==> config.mk <==
export PLATFORM = sky130hd
export DESIGN_NAME = grad_softplus_pw_pipe
export DESIGN_NICKNAME = d
export VERILOG_FILES = /design/src/rtl/grad_pw_pkg.sv /design/src/rtl/grad_pw_index.sv /design/src/rtl/grad_softplus_pw_pipe.sv
export SDC_FILE = /design/constraint.sdc
export NUM_CORES = 2
export LEC_CHECK = 0
export BUFFER_PORTS_ARGS = -buffer_cell sky130_fd_sc_hd__buf_2
export CAP_MARGIN = 10
export CORE_MARGIN = 3
export CORE_UTILIZATION = 40
export DETAILED_ROUTE_END_ITERATION = 10
export SLEW_MARGIN = 10
export SYNTH_ARGS = -nofsm -noshare
export SYNTH_HDL_FRONTEND = slang
export SYNTH_SLANG_ARGS = --single-unit
==> constraint.sdc <==
create_clock -name clk -period 3.17 [get_ports clk]
set_input_delay 0.1585 -clock clk [delete_from_list [all_inputs] [get_ports clk]]
set_output_delay 0.1585 -clock clk [all_outputs]
set_load 0.03 [all_outputs]
==> src/rtl/grad_pw_pkg.sv <==
// Shared constants for the piecewise softplus-gradient pipeline: table
// select encodings, index width, positive-table sizing and reset contents.
package grad_pw_pkg;

    localparam logic SEL_POS = 1'b0;
    localparam logic SEL_NEG = 1'b1;
    localparam int   IDX_W   = 5;

    function automatic int pos_n(input int int_w);
        return 8 + 4 * (int_w - 4);
    endfunction

    function automatic logic [7:0] pos_default(input int i);
        case (i)
            0:       return 8'h35;
            1:       return 8'h35;
            2:       return 8'h31;
            3:       return 8'h2C;
            4:       return 8'h27;
            5:       return 8'h24;
            6:       return 8'h21;
            7:       return 8'h1F;
            8:       return 8'h1C;
            9:       return 8'h19;
            10:      return 8'h17;
            11:      return 8'h15;
            12:      return 8'h13;
            13:      return 8'h12;
            14:      return 8'h10;
            15:      return 8'h0F;
            16:      return 8'h0E;
            17:      return 8'h0C;
            18:      return 8'h0B;
            19:      return 8'h0A;
            20:      return 8'h09;
            21:      return 8'h09;
            22:      return 8'h08;
            23:      return 8'h07;
            default: return 8'h00;
        endcase
    endfunction

    function automatic logic [7:0] neg_default(input int i);
        case (i)
            0:       return 8'h2E;
            1:       return 8'h22;
            2:       return 8'h17;
            3:       return 8'h0E;
            4:       return 8'h09;
            5:       return 8'h05;
            6:       return 8'h03;
            7:       return 8'h02;
            8:       return 8'h01;
            default: return 8'h00;
        endcase
    endfunction

endpackage

==> src/rtl/grad_pw_index.sv <==
// Per-lane operand classifier: maps the integer field of an operand to a
// table select, table index and a force-to-zero flag. Purely combinational.
module grad_pw_index
    import grad_pw_pkg::*;
#(
    parameter int INT_W = 8,
    parameter int NEG_N = 16
) (
    input  logic [INT_W-1:0] int_i,
    output logic             sel_o,
    output logic [IDX_W-1:0] index_o,
    output logic             zero_o
);

    localparam int PW = INT_W - 1;

    logic [PW-1:0]    p_s;
    logic [PW-1:0]    sh_s;
    logic [INT_W-1:0] m_s;
    logic [IDX_W-1:0] pos_idx_s;
    logic [IDX_W-1:0] neg_idx_s;
    int               msb_v;

    assign p_s = int_i[PW-1:0];
    // Magnitude of a negative integer field; -2^(INT_W-1) wraps to its unsigned value.
    assign m_s = ~int_i + {{(INT_W-1){1'b0}}, 1'b1};

    // Log-spaced positive index: octave from the MSB, two mantissa bits below it.
    always_comb begin
        msb_v = 0;
        for (int b = 0; b < PW; b++) begin
            if (p_s[b]) begin
                msb_v = b;
            end else begin
                msb_v = msb_v;
            end
        end
        if (msb_v >= 2) begin
            sh_s = p_s >> (msb_v - 2);
        end else begin
            sh_s = p_s;
        end
        if (p_s < PW'(8)) begin
            pos_idx_s = IDX_W'(p_s);
        end else begin
            pos_idx_s = IDX_W'(8 + 4 * (msb_v - 3) + int'(sh_s[1:0]));
        end
    end

    // Negative side is linear in magnitude, zero beyond the table.
    always_comb begin
        neg_idx_s = IDX_W'(m_s - INT_W'(1));
        if (int_i[INT_W-1]) begin
            zero_o = (m_s > INT_W'(NEG_N));
        end else begin
            zero_o = 1'b0;
        end
    end

    assign sel_o   = int_i[INT_W-1];
    assign index_o = sel_o ? neg_idx_s : pos_idx_s;

endmodule

==> src/rtl/grad_softplus_pw_pipe.sv <==
// Two-stage piecewise-constant softplus-gradient pipeline with writable
// lookup tables shared by all lanes and a global stall.
module grad_softplus_pw_pipe
    import grad_pw_pkg::*;
#(
    parameter int DATA_W = 16,
    parameter int FRAC_W = 8,
    parameter int LANES  = 4,
    parameter int NEG_N  = 16
) (
    input  logic                    clk,
    input  logic                    rst_n,
    input  logic                    in_valid,
    output logic                    in_ready,
    input  logic [LANES*DATA_W-1:0] in_data,
    output logic                    out_valid,
    input  logic                    out_ready,
    output logic [LANES*DATA_W-1:0] out_data,
    input  logic                    cfg_we,
    input  logic                    cfg_sel,
    input  logic [4:0]              cfg_addr,
    input  logic [DATA_W-1:0]       cfg_data,
    output logic                    cfg_ready
);

    localparam int INT_W  = DATA_W - FRAC_W;
    localparam int POS_N  = pos_n(INT_W);
    localparam int POS_AW = $clog2(POS_N);
    localparam int NEG_AW = $clog2(NEG_N);

    logic                          rdy_q;
    logic                          en_s, cfg_ready_s, cfg_accept_s, in_ready_s;
    logic                          s1_valid_q, s1_valid_d;
    logic [LANES-1:0]              s1_sel_q, s1_zero_q, lane_sel_s, lane_zero_s;
    logic [LANES-1:0][IDX_W-1:0]   s1_idx_q, lane_idx_s;
    logic                          s2_valid_q;
    logic [LANES*DATA_W-1:0]       s2_data_q, s2_data_d;
    logic [DATA_W-1:0]             pos_q [POS_N];
    logic [DATA_W-1:0]             neg_q [NEG_N];
    logic [LANES*FRAC_W-1:0]       unused_frac_s;

    for (genvar l = 0; l < LANES; l++) begin : g_lane
        grad_pw_index #(
            .INT_W (INT_W),
            .NEG_N (NEG_N)
        ) u_index (
            .int_i   (in_data[l*DATA_W+FRAC_W +: INT_W]),
            .sel_o   (lane_sel_s[l]),
            .index_o (lane_idx_s[l]),
            .zero_o  (lane_zero_s[l])
        );
        assign unused_frac_s[l*FRAC_W +: FRAC_W] = in_data[l*DATA_W +: FRAC_W];
    end

    // Handshake: a table write preempts a new vector and needs an empty pipe.
    always_comb begin
        en_s         = !s2_valid_q || out_ready;
        cfg_ready_s  = rdy_q && !s1_valid_q && !s2_valid_q;
        cfg_accept_s = cfg_we && cfg_ready_s;
        in_ready_s   = rdy_q && en_s && !cfg_accept_s;
        s1_valid_d   = in_valid && in_ready_s;
    end

    // Shared table read for every lane.
    always_comb begin
        s2_data_d = '0;
        for (int l = 0; l < LANES; l++) begin
            if (s1_zero_q[l]) begin
                s2_data_d[l*DATA_W +: DATA_W] = '0;
            end else if (s1_sel_q[l] == SEL_NEG) begin
                s2_data_d[l*DATA_W +: DATA_W] = neg_q[s1_idx_q[l][NEG_AW-1:0]];
            end else begin
                s2_data_d[l*DATA_W +: DATA_W] = pos_q[s1_idx_q[l][POS_AW-1:0]];
            end
        end
    end

    // Holds ready outputs low until the first clock after reset release.
    always_ff @(posedge clk or negedge rst_n) begin
        if (!rst_n) begin
            rdy_q <= 1'b0;
        end else begin
            rdy_q <= 1'b1;
        end
    end

    // Table storage; out-of-range writes are accepted but dropped.
    always_ff @(posedge clk or negedge rst_n) begin
        if (!rst_n) begin
            for (int i = 0; i < POS_N; i++) pos_q[i] <= DATA_W'(pos_default(i));
            for (int i = 0; i < NEG_N; i++) neg_q[i] <= DATA_W'(neg_default(i));
        end else if (cfg_accept_s) begin
            if (cfg_sel == SEL_POS) begin
                if (int'(cfg_addr) < POS_N) pos_q[cfg_addr[POS_AW-1:0]] <= cfg_data;
            end else begin
                if (int'(cfg_addr) < NEG_N) neg_q[cfg_addr[NEG_AW-1:0]] <= cfg_data;
            end
        end
    end

    // Pipeline stages S1 (index) and S2 (read data), frozen while stalled.
    always_ff @(posedge clk or negedge rst_n) begin
        if (!rst_n) begin
            s1_valid_q <= 1'b0;
            s1_sel_q   <= '0;
            s1_zero_q  <= '0;
            s1_idx_q   <= '0;
            s2_valid_q <= 1'b0;
            s2_data_q  <= '0;
        end else if (en_s) begin
            s1_valid_q <= s1_valid_d;
            s1_sel_q   <= lane_sel_s;
            s1_zero_q  <= lane_zero_s;
            s1_idx_q   <= lane_idx_s;
            s2_valid_q <= s1_valid_q;
            s2_data_q  <= s2_data_d;
        end
    end

    assign in_ready  = in_ready_s;
    assign cfg_ready = cfg_ready_s;
    assign out_valid = s2_valid_q;
    assign out_data  = s2_data_q;

endmodule

Word level (Yosys, flattened, before mapping)

Index checks and enable logic that the tools add are counted.

Add/subtract/negate cells: 24
Order comparisons: 26
Shift-type cells: 4
Multiplexer cells: 78
Bitwise operators: 15
Reductions and logical operators: 14

Operators with widths:

| cell                                                                                | count |
|---|---|
| 16-bit 2-to-1 mux                                                                   | 26 |
| 384-bit bitwise mux                                                                 | 1 |
| 16-bit binary-select mux with 5-bit select                                          | 4 |
| 16-bit binary-select mux with 4-bit select                                          | 4 |
| 256-bit bitwise mux                                                                 | 1 |
| 7-bit by 32-bit right shift with 2-bit output                                       | 4 |
| 16-bit demux with 5-bit select                                                      | 1 |
| 16-bit demux with 4-bit select                                                      | 1 |
| 5-bit 2-to-1 mux                                                                    | 8 |
| 3-bit 2-to-1 mux                                                                    | 12 |
| 8-bit by 1-bit adder with 8-bit output, second input constant                       | 4 |
| 8-bit by 5-bit greater-than comparator with 1-bit output, second input constant     | 4 |
| 8-bit NOT                                                                           | 4 |
| 6-bit greater-or-equal comparator, second input constant                            | 5 |
| 5-bit NOT with 6-bit output                                                         | 5 |
| 7-bit by 4-bit < comparator with 1-bit output, second input constant                | 4 |
| 5-bit greater-or-equal comparator, second input constant                            | 5 |
| 4-bit NOT with 5-bit output                                                         | 5 |
| 2-bit 2-to-1 mux                                                                    | 12 |
| 5-bit by 3-bit adder with 5-bit output                                              | 4 |
| 5-bit adder, first input constant                                                   | 4 |
| 5-bit by 1-bit subtractor with 5-bit output, second input constant                  | 4 |
| 3-bit by 2-bit subtractor with 4-bit output, second input constant                  | 4 |
| 3-bit by 2-bit greater-or-equal comparator with 1-bit output, second input constant | 4 |
| other kinds (10)                                                                    | 31 |

Bits in registers: 735
Input port bits: 91
Output and inout port bits: 67
Word-level logic and storage cells: 211

Logic depth before layout (Yosys ltp)

Depth in word-level cells: 12
Depth in mapped cells: 11

Modules after synthesis

From an unflattened synthesis, not the netlist that was laid out.

Cells, all modules: 4308
Area total of the unflattened synthesis: 51403.0 µm²

By module, submodules not included:

| module                | instances | cells an instance | area an instance (µm²) |
|---|---|---|---|
| grad_softplus_pw_pipe | 1         | 3996              | 49160.9 |
| grad_pw_index         | 4         | 78                | 560.5 |

Worst setup path after synthesis

OpenSTA, ideal clock, no wires.

Kind: flip-flop to flip-flop
Start point: register s2_valid_q (netlist: out_valid)
End point: register pos_q[278] in the netlist's numbering
Arrival time: 2.674 ns
Required time: 3.045 ns
Slack: 0.371 ns
Stages on the path, launching flop included: 8
Path buffers: 2
Clock period less this slack: 2.799 ns
Cells stage by stage: dfrtp_1 -> nor3b_2 -> nand2_1 -> or3_1 -> buf_4 -> nor3_2 -> buf_2 -> mux2_2

Word-level cells in the longest chain between the ends: 4

Ends and longest elaborated chain:

| what                                 | RTL line                     | source |
|---|---|---|
| start, declared                      | grad_softplus_pw_pipe.sv:36  | `logic s2_valid_q;` |
| start signal, assigned               | grad_softplus_pw_pipe.sv:115 | `s2_valid_q <= s1_valid_q;` |
| 1-bit zero test                      | grad_softplus_pw_pipe.sv:58  | `cfg_ready_s = rdy_q && !s1_valid_q && !s2_valid_q;` |
| 1-bit logical AND                    | grad_softplus_pw_pipe.sv:58  |  |
| net cfg_ready                        | grad_softplus_pw_pipe.sv:23  | `output logic cfg_ready` |
| 1-bit logical AND                    | grad_softplus_pw_pipe.sv:59  | `cfg_accept_s = cfg_we && cfg_ready_s;` |
| 3-bit AND reduction (no source line) | -                            |  |
| end, declared                        | grad_softplus_pw_pipe.sv:38  | `logic [DATA_W-1:0] pos_q [POS_N];` |

The timed path passes the listed nets, and every way through them passes these cells.
A chain may end at the register's enable or synchronous reset.

Final worst setup path

Start point: register s1_idx_q[11] in the netlist's numbering
End point: register s2_data_q[35] (netlist: out_data[35])

Word-level cells in the longest chain between the ends: 6

Ends and longest elaborated chain:

| what                                                                                                            | RTL line                                                 | source |
|---|---|---|
| start, declared                                                                                                 | grad_softplus_pw_pipe.sv:35                              | `logic [LANES-1:0][IDX_W-1:0] s1_idx_q, lane_idx_s;` |
| start signal, assigned                                                                                          | grad_softplus_pw_pipe.sv:114                             | `s1_idx_q <= lane_idx_s;` |
| 5-bit NOT with 6-bit output (implied by the code) / 4-bit NOT with 5-bit output (equally long branches)         | grad_softplus_pw_pipe.sv:73, grad_softplus_pw_pipe.sv:71 |  |
| 16-bit binary-select mux with 5-bit select / 16-bit binary-select mux with 4-bit select (equally long branches) | grad_softplus_pw_pipe.sv:73, grad_softplus_pw_pipe.sv:71 |  |
| 16-bit 2-to-1 mux (on tied branches) (2 in series)                                                              | grad_softplus_pw_pipe.sv:73, grad_softplus_pw_pipe.sv:71 |  |
| 16-bit 2-to-1 mux (*)                                                                                           | grad_softplus_pw_pipe.sv:70                              | `end else if (s1_sel_q[l] == SEL_NEG) begin` |
| 16-bit 2-to-1 mux (*)                                                                                           | grad_softplus_pw_pipe.sv:68                              | `if (s1_zero_q[l]) begin` |
| end signal, assigned                                                                                            | grad_softplus_pw_pipe.sv:116                             | `s2_data_q <= s2_data_d;` |
| end, declared                                                                                                   | grad_softplus_pw_pipe.sv:37                              | `logic [LANES*DATA_W-1:0] s2_data_q, s2_data_d;` |

Every way passes the cells marked *; elsewhere a longest branch is shown, timed or not. The select of a mux whose other input is x is not followed.

==> impl_metrics.py <==
metrics = {
    "run_status": {
        "status": "finished clean",
    },
    "global_routing": {
        "overflow": 0,
        "antenna_found_initial": 10,
        "grt_pass1_vias": 38300,
        "grt_max_degree": 83,
        "grt_pass1_wl_mm": 270,
        "grt_usage_pct": 28.7,
    },
    "clock_network": {
        "cts_setup_buffers": 0,
        "worstSkewPairLatency_ns": 0.68,
        "root_buffer": "clkbuf_16",
        "path_clk_slew_ns": 0.06,
        "cts_buffers": 87,
        "clk_path_buf_depth": 3,
        "htreeDepth": 3,
        "cts_tree": "done",
        "cts.sinks": 735,
        "cts_resized": 0,
        "postCtsHoldBufs": 23,
    },
    "logic_synthesis": {
        "synth_area_um2": 49800,
        "synthAdderAreaFrac_pct": 0.352,
        "synth-async-reset-ratio_pct": 100,
        "synth_cell_types": 60,
        "syn_inst": 4100,
        "synth_most_common_cell": "mux2_2",
        "muxShareOfSynthArea_pct": 42.4,
        "synth_largest_area_cell": "dfrtp_1",
        "yosys.area.top_type_share_pct": 32.5,
        "synth_common_cells": "mux2_2 (660), dfrtp_1 (646), mux2i_1 (502), mux4_2 (384), clkbuf_1 (309)",
        "ys_ff_latch": 735,
        "avgSynthCellArea_um2": 12.1,
        "yosys_warnings": 0,
        "yosys.area_share.xor_xnor_pct": 0.211,
        "synth_seq_area_share_pct": 37.2,
        "synth_simple_gate_area_share_pct": 6.91,
        "ys_top_cells_by_area": "dfrtp_1 (32%), mux4_2 (17%), mux2_2 (15%)",
        "syn-num-nets": 4205,
        "synth-compound-area-share_pct": 9.17,
        "synthFlopType": "dfrtp_1",
        "synth_top_family_by_area": "multiplexers",
        "synth-edff-count": 0,
    },
    "timing": {
        "whs_ns": 0.0143,
        "slew_violations": 0,
        "rsz0062_at_grt": "false",
        "finalCriticalPeriod_ns": 2.92,
        "min_period_over_period_pct": 92.0,
        "finClkSkew_ns": 0.0275,
        "setup_viol_count_final": 0,
        "tns_ns": 0,
        "max_freq_ghz": 0.343,
        "slew_headroom_pct": 11.5,
        "worstMarginPinSlew_ns": 1.32,
        "hold_viol": 0,
    },
    "setup_path": {
        "r2r_end": "out_data[35]$_DFFE_PN0N_",
        "required_ns": 3.77,
        "crit_buf_inv": 1,
        "critical-path-top-delay-family": "simple AND/OR/NAND/NOR gates",
        "end_kind": "flop",
        "worstRegToRegCells": 6,
        "cp_slowest_cell": "nor3_1",
        "r2r-start": "s1_idx_q[11]$_DFFE_PN0N_",
        "critPathMaxStageDelay_ns": 0.93,
        "path_cells": "buf_12 -> mux4_2 -> nor2b_1 -> a211oi_1 -> nor3_1 -> a22o_1",
        "critPathMaxFanout": 33,
        "crit_type": "reg2reg",
        "reg2reg_slack_ns": 0.25,
        "arrival_ns": 3.52,
        "start_kind": "flop",
    },
    "placement": {
        "dp_cells": 5656,
        "placed_area_um2": 53500,
        "dp_hpwl_mm": 120,
        "numPortBuffers": 125,
        "gp_congestion": 0.926,
    },
    "pwr": {
        "powerDensity_nw_per_um2": 574,
        "p_leak_nw": 24.9,
        "power_w": 0.0325,
        "vdd_drop_max_v": 0.000510,
    },
    "floorplanning": {
        "rows": 128,
        "dieArea_um2": 129000,
        "io_pins": 158,
        "coreArea_um2": 123000,
        "die_x_um": 359,
        "die_h_um": 359,
        "initial_utilization_pct": 40.6,
    },
    "min_path": {
        "holdPathEnd": "s1_idx_q[3]$_DFFE_PN0N_",
        "hp-class": "in2reg",
        "hold_start": "in_data[11]",
        "hold_depth": 4,
    },
    "routing": {
        "vias": 38900,
        "routed_wirelength_mm": 187,
        "drc_errors": 0,
        "firstDrtPassIters": 6,
        "drtIter0Drc": 4318,
        "ant_nets": 0,
        "via_per_inst": 6.65,
        "avgRoutedWirePerCell_um": 32.0,
    },
    "run": {
        "cap_violations": 0,
    },
    "finish": {
        "drive_gt1_share_pct": 40.6,
        "nets": 4248,
        "n_fill_cell": 11200,
        "final_cells": 5842,
        "fin_area_um2": 56600,
        "area_growth_pct": 13.8,
    },
}
flip-flops by register name, indices dropped and copies added (netlist names):
register	count
s1_zero_q	4
pos_q	384
s1_sel_q	4
out_valid	1
neg_q	256
s1_valid_q	1
out_data	64
rdy_q	1
s1_idx_q	20
per-layer routing:
| layer | up-vias | track usage (%) | routed length [um] |
|---|---|---|---|
| li1 | 16100 | - | - |
| met1 | 20100 | 38.2 | 73600 |
| met2 | 2236 | 43.0 | 82200 |
| met3 | 505 | 9.16 | 21700 |
| met4 | 0 | 12.5 | 9450 |
| met5 | - | 0 | 0 |
through the flow:
stage | utilization, % | setup slack (ns)
4_1_cts | 46.2 | 0.405
6_report | 46.2 | 0.254
5_1_grt | 46.2 | 0.224
3_3_place_gp | 43.6 | 0.421
3_5_place_dp | 43.6 | 0.419
2_1_floorplan | - | 0.371
cells in the final DEF, fill, tap and decap left out, types with 21 or more instances in the layout:
master         netlist  routed
mux2_2             660     660
dfrtp_1            646     634
mux2i_1            502     502
mux4_2             384     384
nand2_1            194     194
buf_4                3     187
nand3_1            172     172
a21oi_1            137     137
a22oi_1            128     128
buf_2               84     124
clkbuf_16            0      91
dfstp_2             89      89
a211oi_1            72      72
nor2b_1             83      71
a221oi_1            68      68
a22o_1              67      67
o22ai_1             66      66
nor3_1              61      61
nor2_1              69      60
buf_12               0      60
o211ai_1            36      36
nand2b_1            28      28
inv_1               24      24
clkbuf_1           309      24
dlygate4sd3_1        0      23
o21ai_0             21      21
cells by family after synthesis:
kind of cell | after synthesis
and+or+nand+nor | 683
adders and majority gates | 14
AOI/OAI and AO/OA | 644
DFF | 735
muxes | 1546
xor gates and xnor gates | 12
other | 1
buffers and inverters | 465
worst max path at each step:
stage	cells after the start	start	slack [ns]	to
after floorplan	7	out_valid$_DFFE_PN0N_	0.37	pos_q[278]$_DFFE_PN0P_
after global placement	6	s1_idx_q[5]$_DFFE_PN0N_	0.42	out_data[24]$_DFFE_PN0N_
after detailed placement	6	s1_idx_q[5]$_DFFE_PN0N_	0.42	out_data[24]$_DFFE_PN0N_
after CTS	6	s1_idx_q[5]$_DFFE_PN0N_	0.41	out_data[24]$_DFFE_PN0N_
after global routing	6	s1_idx_q[15]$_DFFE_PN0N_	0.22	out_data[51]$_DFFE_PN0N_
final	6	s1_idx_q[11]$_DFFE_PN0N_	0.25	out_data[35]$_DFFE_PN0N_
worst min-delay path, stage by stage:
cell	delay [ns]
buf_2	0.18
xor2_1	0.10
a21oi_1	0.15
nor2_1	0.05
report_power, final:
part           total (W)  switching [W]  internal [W]
clock network     0.0105        0.00426       0.00621
logic             0.0106        0.00624       0.00433
registers         0.0115        0.00126        0.0102
cell type report:
type / instances / area (um^2) / share of cell area (%)
multi-input cells: 2900 / 29500 / 52.2
flip-flops and latches: 735 / 18500 / 32.7
repair buffers: 395 / 3470 / 6.13
clock buffers: 135 / 2640 / 4.66
well taps: 1625 / 2030 / 3.59
clock inverters: 24 / 312 / 0.550
inverters: 24 / 90.1 / 0.159
diodes: 4 / 10.0 / 0.0177
(Power assumes the default switching activity.)
